[config.mk]
export PLATFORM = sky130hd
export DESIGN_NAME = host_cmd_loader
export DESIGN_NICKNAME = d
export VERILOG_FILES = /design/src/rtl/host_cmd_pkg.sv /design/src/rtl/host_cmd_loader_cmd_capture.sv /design/src/rtl/host_cmd_loader.sv
export SDC_FILE = /design/constraint.sdc
export NUM_CORES = 1
export LEC_CHECK = 0
export BUFFER_PORTS_ARGS = -buffer_cell sky130_fd_sc_hd__buf_2
export CAP_MARGIN = 20
export CORE_MARGIN = 3
export CORE_UTILIZATION = 57
export CTS_BUF_LIST = sky130_fd_sc_hd__clkbuf_8
export DETAILED_ROUTE_END_ITERATION = 8
export GPL_TIMING_DRIVEN = 1
export PLACE_DENSITY = 0.89
export SYNTH_ARGS = -nofsm -noshare
export SYNTH_HDL_FRONTEND = slang
export SYNTH_HIERARCHICAL = 1
export SYNTH_SLANG_ARGS = --single-unit
[constraint.sdc]
create_clock -name clk -period 3.9 [get_ports clk]
set_input_delay 0.585 -clock clk [delete_from_list [all_inputs] [get_ports clk]]
set_output_delay 0.585 -clock clk [all_outputs]
set_load 0.02 [all_outputs]
[src/rtl/host_cmd_pkg.sv]
// Shared definitions for the host command loader: opcodes, FSM states,
// error codes and the bit layout of the status word returned to the host.
package host_cmd_pkg;

    localparam logic [3:0] OP_NOP    = 4'd0;
    localparam logic [3:0] OP_CLEAR  = 4'd1;
    localparam logic [3:0] OP_WRITE  = 4'd2;
    localparam logic [3:0] OP_RUN    = 4'd3;
    localparam logic [3:0] OP_STATUS = 4'd4;
    localparam logic [3:0] OP_ABORT  = 4'd5;

    typedef enum logic [1:0] {
        ST_IDLE = 2'd0,
        ST_LOAD = 2'd1,
        ST_RUN  = 2'd2,
        ST_DONE = 2'd3
    } state_t;

    typedef enum logic [1:0] {
        ERR_ORDER     = 2'd0,
        ERR_OVERFLOW  = 2'd1,
        ERR_UNDERFILL = 2'd2,
        ERR_BUSY      = 2'd3
    } err_t;

    // Status word field positions
    localparam int ACK_BIT   = 31;
    localparam int STATE_LSB = 29;
    localparam int ERR_BIT   = 28;
    localparam int CODE_LSB  = 26;
    localparam int CNT_LSB   = 18;
    localparam int RES_LSB   = 14;
    localparam int TAG_LSB   = 6;

endpackage

[src/rtl/host_cmd_loader_cmd_capture.sv]
// Registers the raw host word and detects a new command by comparing the
// host toggle bit against the last acknowledged toggle.
module cmd_capture #(
    parameter int DATA_W = 19
) (
    input  logic              clk,
    input  logic              rst,
    input  logic [31:0]       data_in,
    output logic              cmd_valid,
    output logic              tog,
    output logic [3:0]        opcode,
    output logic [7:0]        tag,
    output logic [DATA_W-1:0] payload
);

    logic [31:0] din_q;
    logic        tog_q;

    // Sample the host word every cycle
    always_ff @(posedge clk or posedge rst) begin
        if (rst) din_q <= '0;
        else     din_q <= data_in;
    end

    // Track the acknowledged toggle so each host toggle executes exactly once
    always_ff @(posedge clk or posedge rst) begin
        if (rst)            tog_q <= 1'b0;
        else if (cmd_valid) tog_q <= din_q[31];
    end

    assign cmd_valid = din_q[31] != tog_q;
    assign tog       = tog_q;
    assign opcode    = din_q[30:27];
    assign tag       = din_q[26:19];
    assign payload   = din_q[DATA_W-1:0];

endmodule

[src/rtl/host_cmd_loader.sv]
// Host command front end: fills the input memory, starts/aborts the network
// run, latches the settled classification result and reports status.
module host_cmd_loader
    import host_cmd_pkg::*;
#(
    parameter int DATA_W = 19,
    parameter int DEPTH  = 128,
    parameter int CNT_W  = 8,
    parameter int RES_W  = 4
) (
    input  logic              clk,
    input  logic              rstn,
    input  logic [31:0]       data_in,
    input  logic              settled,
    input  logic [RES_W-1:0]  result,
    output logic              mem_clr,
    output logic              mem_wr_en,
    output logic [DATA_W-1:0] mem_wr_data,
    output logic              run,
    output logic [31:0]       data_out
);

    localparam logic [CNT_W-1:0] DEPTH_C = CNT_W'(DEPTH);

    logic              cmd_valid;
    logic              tog;
    logic [3:0]        opcode;
    logic [7:0]        tag;
    logic [DATA_W-1:0] payload;
    logic              abort_now;

    state_t            state;
    logic [CNT_W-1:0]  cnt;
    logic              err_q;
    err_t              code_q;
    logic [RES_W-1:0]  res_q;
    logic [7:0]        tag_q;

    cmd_capture #(.DATA_W(DATA_W)) u_capture (
        .clk       (clk),
        .rst       (rstn),
        .data_in   (data_in),
        .cmd_valid (cmd_valid),
        .tog       (tog),
        .opcode    (opcode),
        .tag       (tag),
        .payload   (payload)
    );

    assign abort_now = cmd_valid && (opcode == OP_ABORT);

    // Command FSM: memory fill, run control, error tracking, result latch
    always_ff @(posedge clk or posedge rstn) begin
        if (rstn) begin
            state       <= ST_IDLE;
            cnt         <= '0;
            run         <= 1'b0;
            mem_clr     <= 1'b0;
            mem_wr_en   <= 1'b0;
            mem_wr_data <= '0;
            err_q       <= 1'b0;
            code_q      <= ERR_ORDER;
            res_q       <= '0;
            tag_q       <= '0;
        end else begin
            mem_clr     <= 1'b0;
            mem_wr_en   <= 1'b0;
            mem_wr_data <= '0;

            // A simultaneous ABORT takes priority over the settle event
            if (state == ST_RUN && settled && !abort_now) begin
                res_q <= result;
                run   <= 1'b0;
                state <= ST_DONE;
            end

            if (cmd_valid) begin
                tag_q <= tag;
                case (opcode)
                    OP_NOP: ;
                    OP_STATUS: begin
                        err_q  <= 1'b0;
                        code_q <= ERR_ORDER;
                    end
                    OP_CLEAR: begin
                        if (state == ST_RUN) begin
                            err_q  <= 1'b1;
                            code_q <= ERR_BUSY;
                        end else begin
                            mem_clr <= 1'b1;
                            cnt     <= '0;
                            state   <= ST_LOAD;
                        end
                    end
                    OP_WRITE: begin
                        case (state)
                            ST_LOAD: begin
                                if (cnt < DEPTH_C) begin
                                    mem_wr_en   <= 1'b1;
                                    mem_wr_data <= payload;
                                    cnt         <= cnt + CNT_W'(1);
                                end else begin
                                    err_q  <= 1'b1;
                                    code_q <= ERR_OVERFLOW;
                                end
                            end
                            ST_RUN: begin
                                err_q  <= 1'b1;
                                code_q <= ERR_BUSY;
                            end
                            default: begin
                                err_q  <= 1'b1;
                                code_q <= ERR_ORDER;
                            end
                        endcase
                    end
                    OP_RUN: begin
                        case (state)
                            ST_LOAD: begin
                                if (cnt == DEPTH_C) begin
                                    run   <= 1'b1;
                                    state <= ST_RUN;
                                end else begin
                                    err_q  <= 1'b1;
                                    code_q <= ERR_UNDERFILL;
                                end
                            end
                            ST_DONE: begin
                                run   <= 1'b1;
                                state <= ST_RUN;
                            end
                            ST_RUN: begin
                                err_q  <= 1'b1;
                                code_q <= ERR_BUSY;
                            end
                            default: begin
                                err_q  <= 1'b1;
                                code_q <= ERR_ORDER;
                            end
                        endcase
                    end
                    OP_ABORT: begin
                        case (state)
                            ST_RUN: begin
                                run   <= 1'b0;
                                state <= ST_IDLE;
                            end
                            ST_DONE: state <= ST_IDLE;
                            default: ;
                        endcase
                    end
                    default: begin
                        err_q  <= 1'b1;
                        code_q <= ERR_BUSY;
                    end
                endcase
            end
        end
    end

    // Status word assembled purely from registered fields
    always_comb begin
        data_out                         = '0;
        data_out[ACK_BIT]                = tog;
        data_out[STATE_LSB +: 2]         = state;
        data_out[ERR_BIT]                = err_q;
        data_out[CODE_LSB +: 2]          = code_q;
        data_out[CNT_LSB +: CNT_W]       = cnt;
        data_out[RES_LSB +: RES_W]       = res_q;
        data_out[TAG_LSB +: 8]           = tag_q;
    end

endmodule

==> results list <==
- The number of gates resized after CTS was 0.
* CTS tree: done
- Post-CTS repair timing setup buffer count: 0
* Kind of start point of the critical path: flip-flop
- Required time of the critical path: a little over 4000 ps
- At the pin with the least slew margin, the transition time is 690 ps.
* Post-synthesis average cell area: around 13 sq um
- Number of buffers added by the clock tree synthesis step: 9
* Maximum level of the CTS H-tree: 3
* R2r worst-path depth: 6
- The run finished with clean final reports.
- For this run, the detailed router's first-pass iteration total came to 4.
- CTS placed an instance of clkbuf_8 at the clock tree root.
- Once layout is done, the placed cells without fillers occupy 3660 sq um.
* Clock transition at the register clock pins on the worst setup and hold paths after CTS: 80 ps
- Yosys warning count: 6
* Critical Path Most Common Cell: o21ai_0
- Worst r2r dst: cnt[2]
* Initial DRC count: 120
* Peak ir drop on the vdd network: slightly above 300 uV
- Compared with the post-synthesis result, the final layout area differs by 14.1%.
* CTS Hold Buffers Added: 0
- Clock insertion delay at the later pin of the skew report: 340 ps
- Sum of negative setup slack: 0 ps
* Number of max-cap violations: 0
- For this design the static power due to leakage is between 1.5 and 2 nW.
- Final wirelength: 5860 um
* Layout cell share with drive strength beyond 1: 0.391
- Critical Path End Type: flip-flop
- Using the TritonRoute via totals, the vias-per-cell ratio works out to between 5 and 6.
- Unrepaired setup endpoints after global routing: false
* Aggregate global-route resource usage: 0.197
- Buffer levels on the longest clock path: 2
* Share of synthesized registers carrying an async set or reset: 1.00
- In this run the worst hold path is classified as in2async.
* Number of top-level design ports: a little over 90
- Of the synthesized area, sequential elements account for 0.624.
* Post-layout worst setup margin: 1880 ps
- Critical Path Slowest Stage Cell: dfrtp_1
* Cell-by-cell trace of the critical path: inv_1, ha_1, nor3b_1, o211ai_1, o21ai_0, o21ai_0
- Counting tap cells, the placed design contains a total of 370 instances.
* Slew margin rel.: 0.538
- Sink Count: 80
* Power density over cell area: around 530 nW/um^2
- Total half-perimeter wirelength after legalization and detailed placement: approximately 4300 um
- The core region is 5270 sq um.
- After global routing the overflow that remains totals 0.
- Arrival time at the worst endpoint: around 2200 ps
- The number of antenna violations at the first check in global routing came to 0.
* Vias: roughly 2000
- The die covers 6570 sq um.
- Slowest Stage Delay on Critical Path: between 400 and 500 ps
- Post-Route Skew: 9.15 ps
- Time the worst path needs with I/O delays and setup: between 2000 and 2500 ps
* Utilization after layout: 0.695
- Die Span Y: between 80 and 90 um
- Detailed-route DRC error count: 0
- The number of different library cells used by synthesis comes to 44.
- Buffers placed on the I/O ports in this run total 86.
- Of the available clock period, the critical path in the final layout requires 0.517.
- Flip-flop and latch count after synthesis: 80
- After detailed placement, the total cell area comes to around 3400 sq um.
* Maximum operating frequency: around 500 MHz
- Filler-free cell count of the finished design: between 300 and 400
- The number of global-route vias before repair is about 2100.
- Number of rows in the core area: 26
* Synth Instances: between 200 and 300
- The synthesized design contains 0 enable-type register cells.
* Kind of critical path: reg2reg
* Die Wd: approximately 81 um
* Critical register-to-register path startpoint: state[0]
- Post-detailed-route count of antenna-violating nets: 0
* Number of antenna cells inserted: 0
- Max-slew violation count: 0
- Dominant register cell in the synthesized netlist: dfrtp_1
- At the end of the flow, the number of nets in the layout was 356.
* Global-route wire length before repair: 9560 um
- Finish-stage setup viols: 0
- Post-synthesis cell area: 3210 sq um
* Routability Congestion: 0.917
- Hold Violations, Final: 0
* Starting density of the core: 0.609
- DR WL/cell: 15.1 um
- Number of fill cells: 411
- Largest fanout of any net on the critical path: 11
* Setup slack on the worst flop-to-flop path: approximately 1900 ps
- Worst setup slack after placement: between 1500 and 2000 ps
* Maximum number of pins on one net before global-route repair: 48
-- cell usage in the layout, fill, tap and decap left out, types with 3 or more instances in the layout --
cell      netlist  routed
buf_2           1      86
dfrtp_1        80      80
and2_1         19      19
nand2_1        13      13
o21ai_0        12      12
mux2_2         12      12
clkbuf_8        0      10
inv_1           9       9
nor2_1          7       7
conb_1          1       6
nand2b_1        5       5
ha_1            5       5
a31oi_1         4       4
a21oi_1         4       4
and3_1          3       3
mux2_4          3       3
-- through the flow --
stage / hold slack [ps] / total power [W]
6_report: 218 / 0.00194
4_1_cts: 222 / 0.00195
3_3_place_gp: 377 / 0.00132
5_1_grt: 244 / 0.00204
2_1_floorplan: 448 / 0.00124
3_5_place_dp: 381 / 0.00134
-- critical path, delay by kind of cell (launching register included) --
kind	cells	cell delay, ps
AO/OA/AOI/OAI	3	760
adder cells (fa/ha/maj)	1	300
buffers and inverters	1	70
flip-flops	1	440
AND/OR/NAND/NOR	1	320
-- registers in the layout (all words and copies together) (netlist names), 2 cells and up --
register	count
cnt	8
u_capture/din_q	32
mem_wr_data	19
res_q	4
state	2
code_q	2
tag_q	8
-- synthesized netlist by cell type (2+ instances only) --
library cell | number | share of area
a21oi_1 | 4 | 0.0062
a31oi_1 | 4 | 0.0078
and2_1 | 19 | 0.037
and3_1 | 3 | 0.0058
buf_4 | 39 | 0.091
clkbuf_1 | 6 | 0.0070
dfrtp_1 | 80 | 0.62
ha_1 | 5 | 0.019
inv_1 | 9 | 0.011
mux2_2 | 12 | 0.042
mux2_4 | 3 | 0.014
nand2_1 | 13 | 0.015
nand2b_1 | 5 | 0.0097
nand3_1 | 2 | 0.0031
nor2_1 | 7 | 0.0082
nor3b_1 | 2 | 0.0047
nor4b_1 | 2 | 0.0055
o21ai_0 | 12 | 0.019
o21bai_1 | 2 | 0.0047
-- where the power goes --
part,internal [W],switching [W]
sequential,0.000904,0.0000506
clock,0.000315,0.000292
combinational,0.000155,0.000221
total,0.00137,0.000564
-- cell families (layout without fill, tap and decap cells) --
kind of cell    after synthesis  after routing  synth area share
buf+inv                      56            114             0.112
mux                          15             15            0.0561
xor+xnor                      1              1           0.00273
fa+ha+maj                     5              5            0.0195
simple gates                 63             63             0.118
other cells                   1              6           0.00117
compound gates               33             33            0.0670
flops                        80             80             0.624
-- worst max path at each step --
| stage | startpoint | endpoint | slack (ps) | cells past startpoint |
|---|---|---|---|---|
| after floorplan | state[1] | code_q[0] | 1990 | 6 |
| after global placement | state[1] | code_q[1] | 2080 | 6 |
| after detailed placement | state[1] | cnt[2] | 1950 | 7 |
| after CTS | state[0] | cnt[2] | 1900 | 6 |
| after global routing | state[0] | cnt[2] | 1700 | 6 |
| final | state[0] | cnt[2] | 1880 | 6 |
-- final cells by class --
cell class,count,area [sq um],area share
sequential,80,2000,0.547
multi-input combinational,123,868,0.237
timing repair buffer,89,465,0.127
clock buffer,10,138,0.0376
tap,70,87.6,0.0239
clock inverter,6,67.6,0.0184
inverter,9,33.8,0.00922
-- metal layers --
metal | global-route usage | vias to the layer above | routed length [um] | share of wire
met5 | 0 | - | 0 | 0
met4 | 0.117 | 0 | 164 | 0.028
met3 | 0.0421 | 17 | 345 | 0.059
met2 | 0.355 | 92 | 3180 | 0.54
met1 | 0.212 | 964 | 2170 | 0.37
li1 | - | 924 | - | -
(Power assumes the default switching activity.)
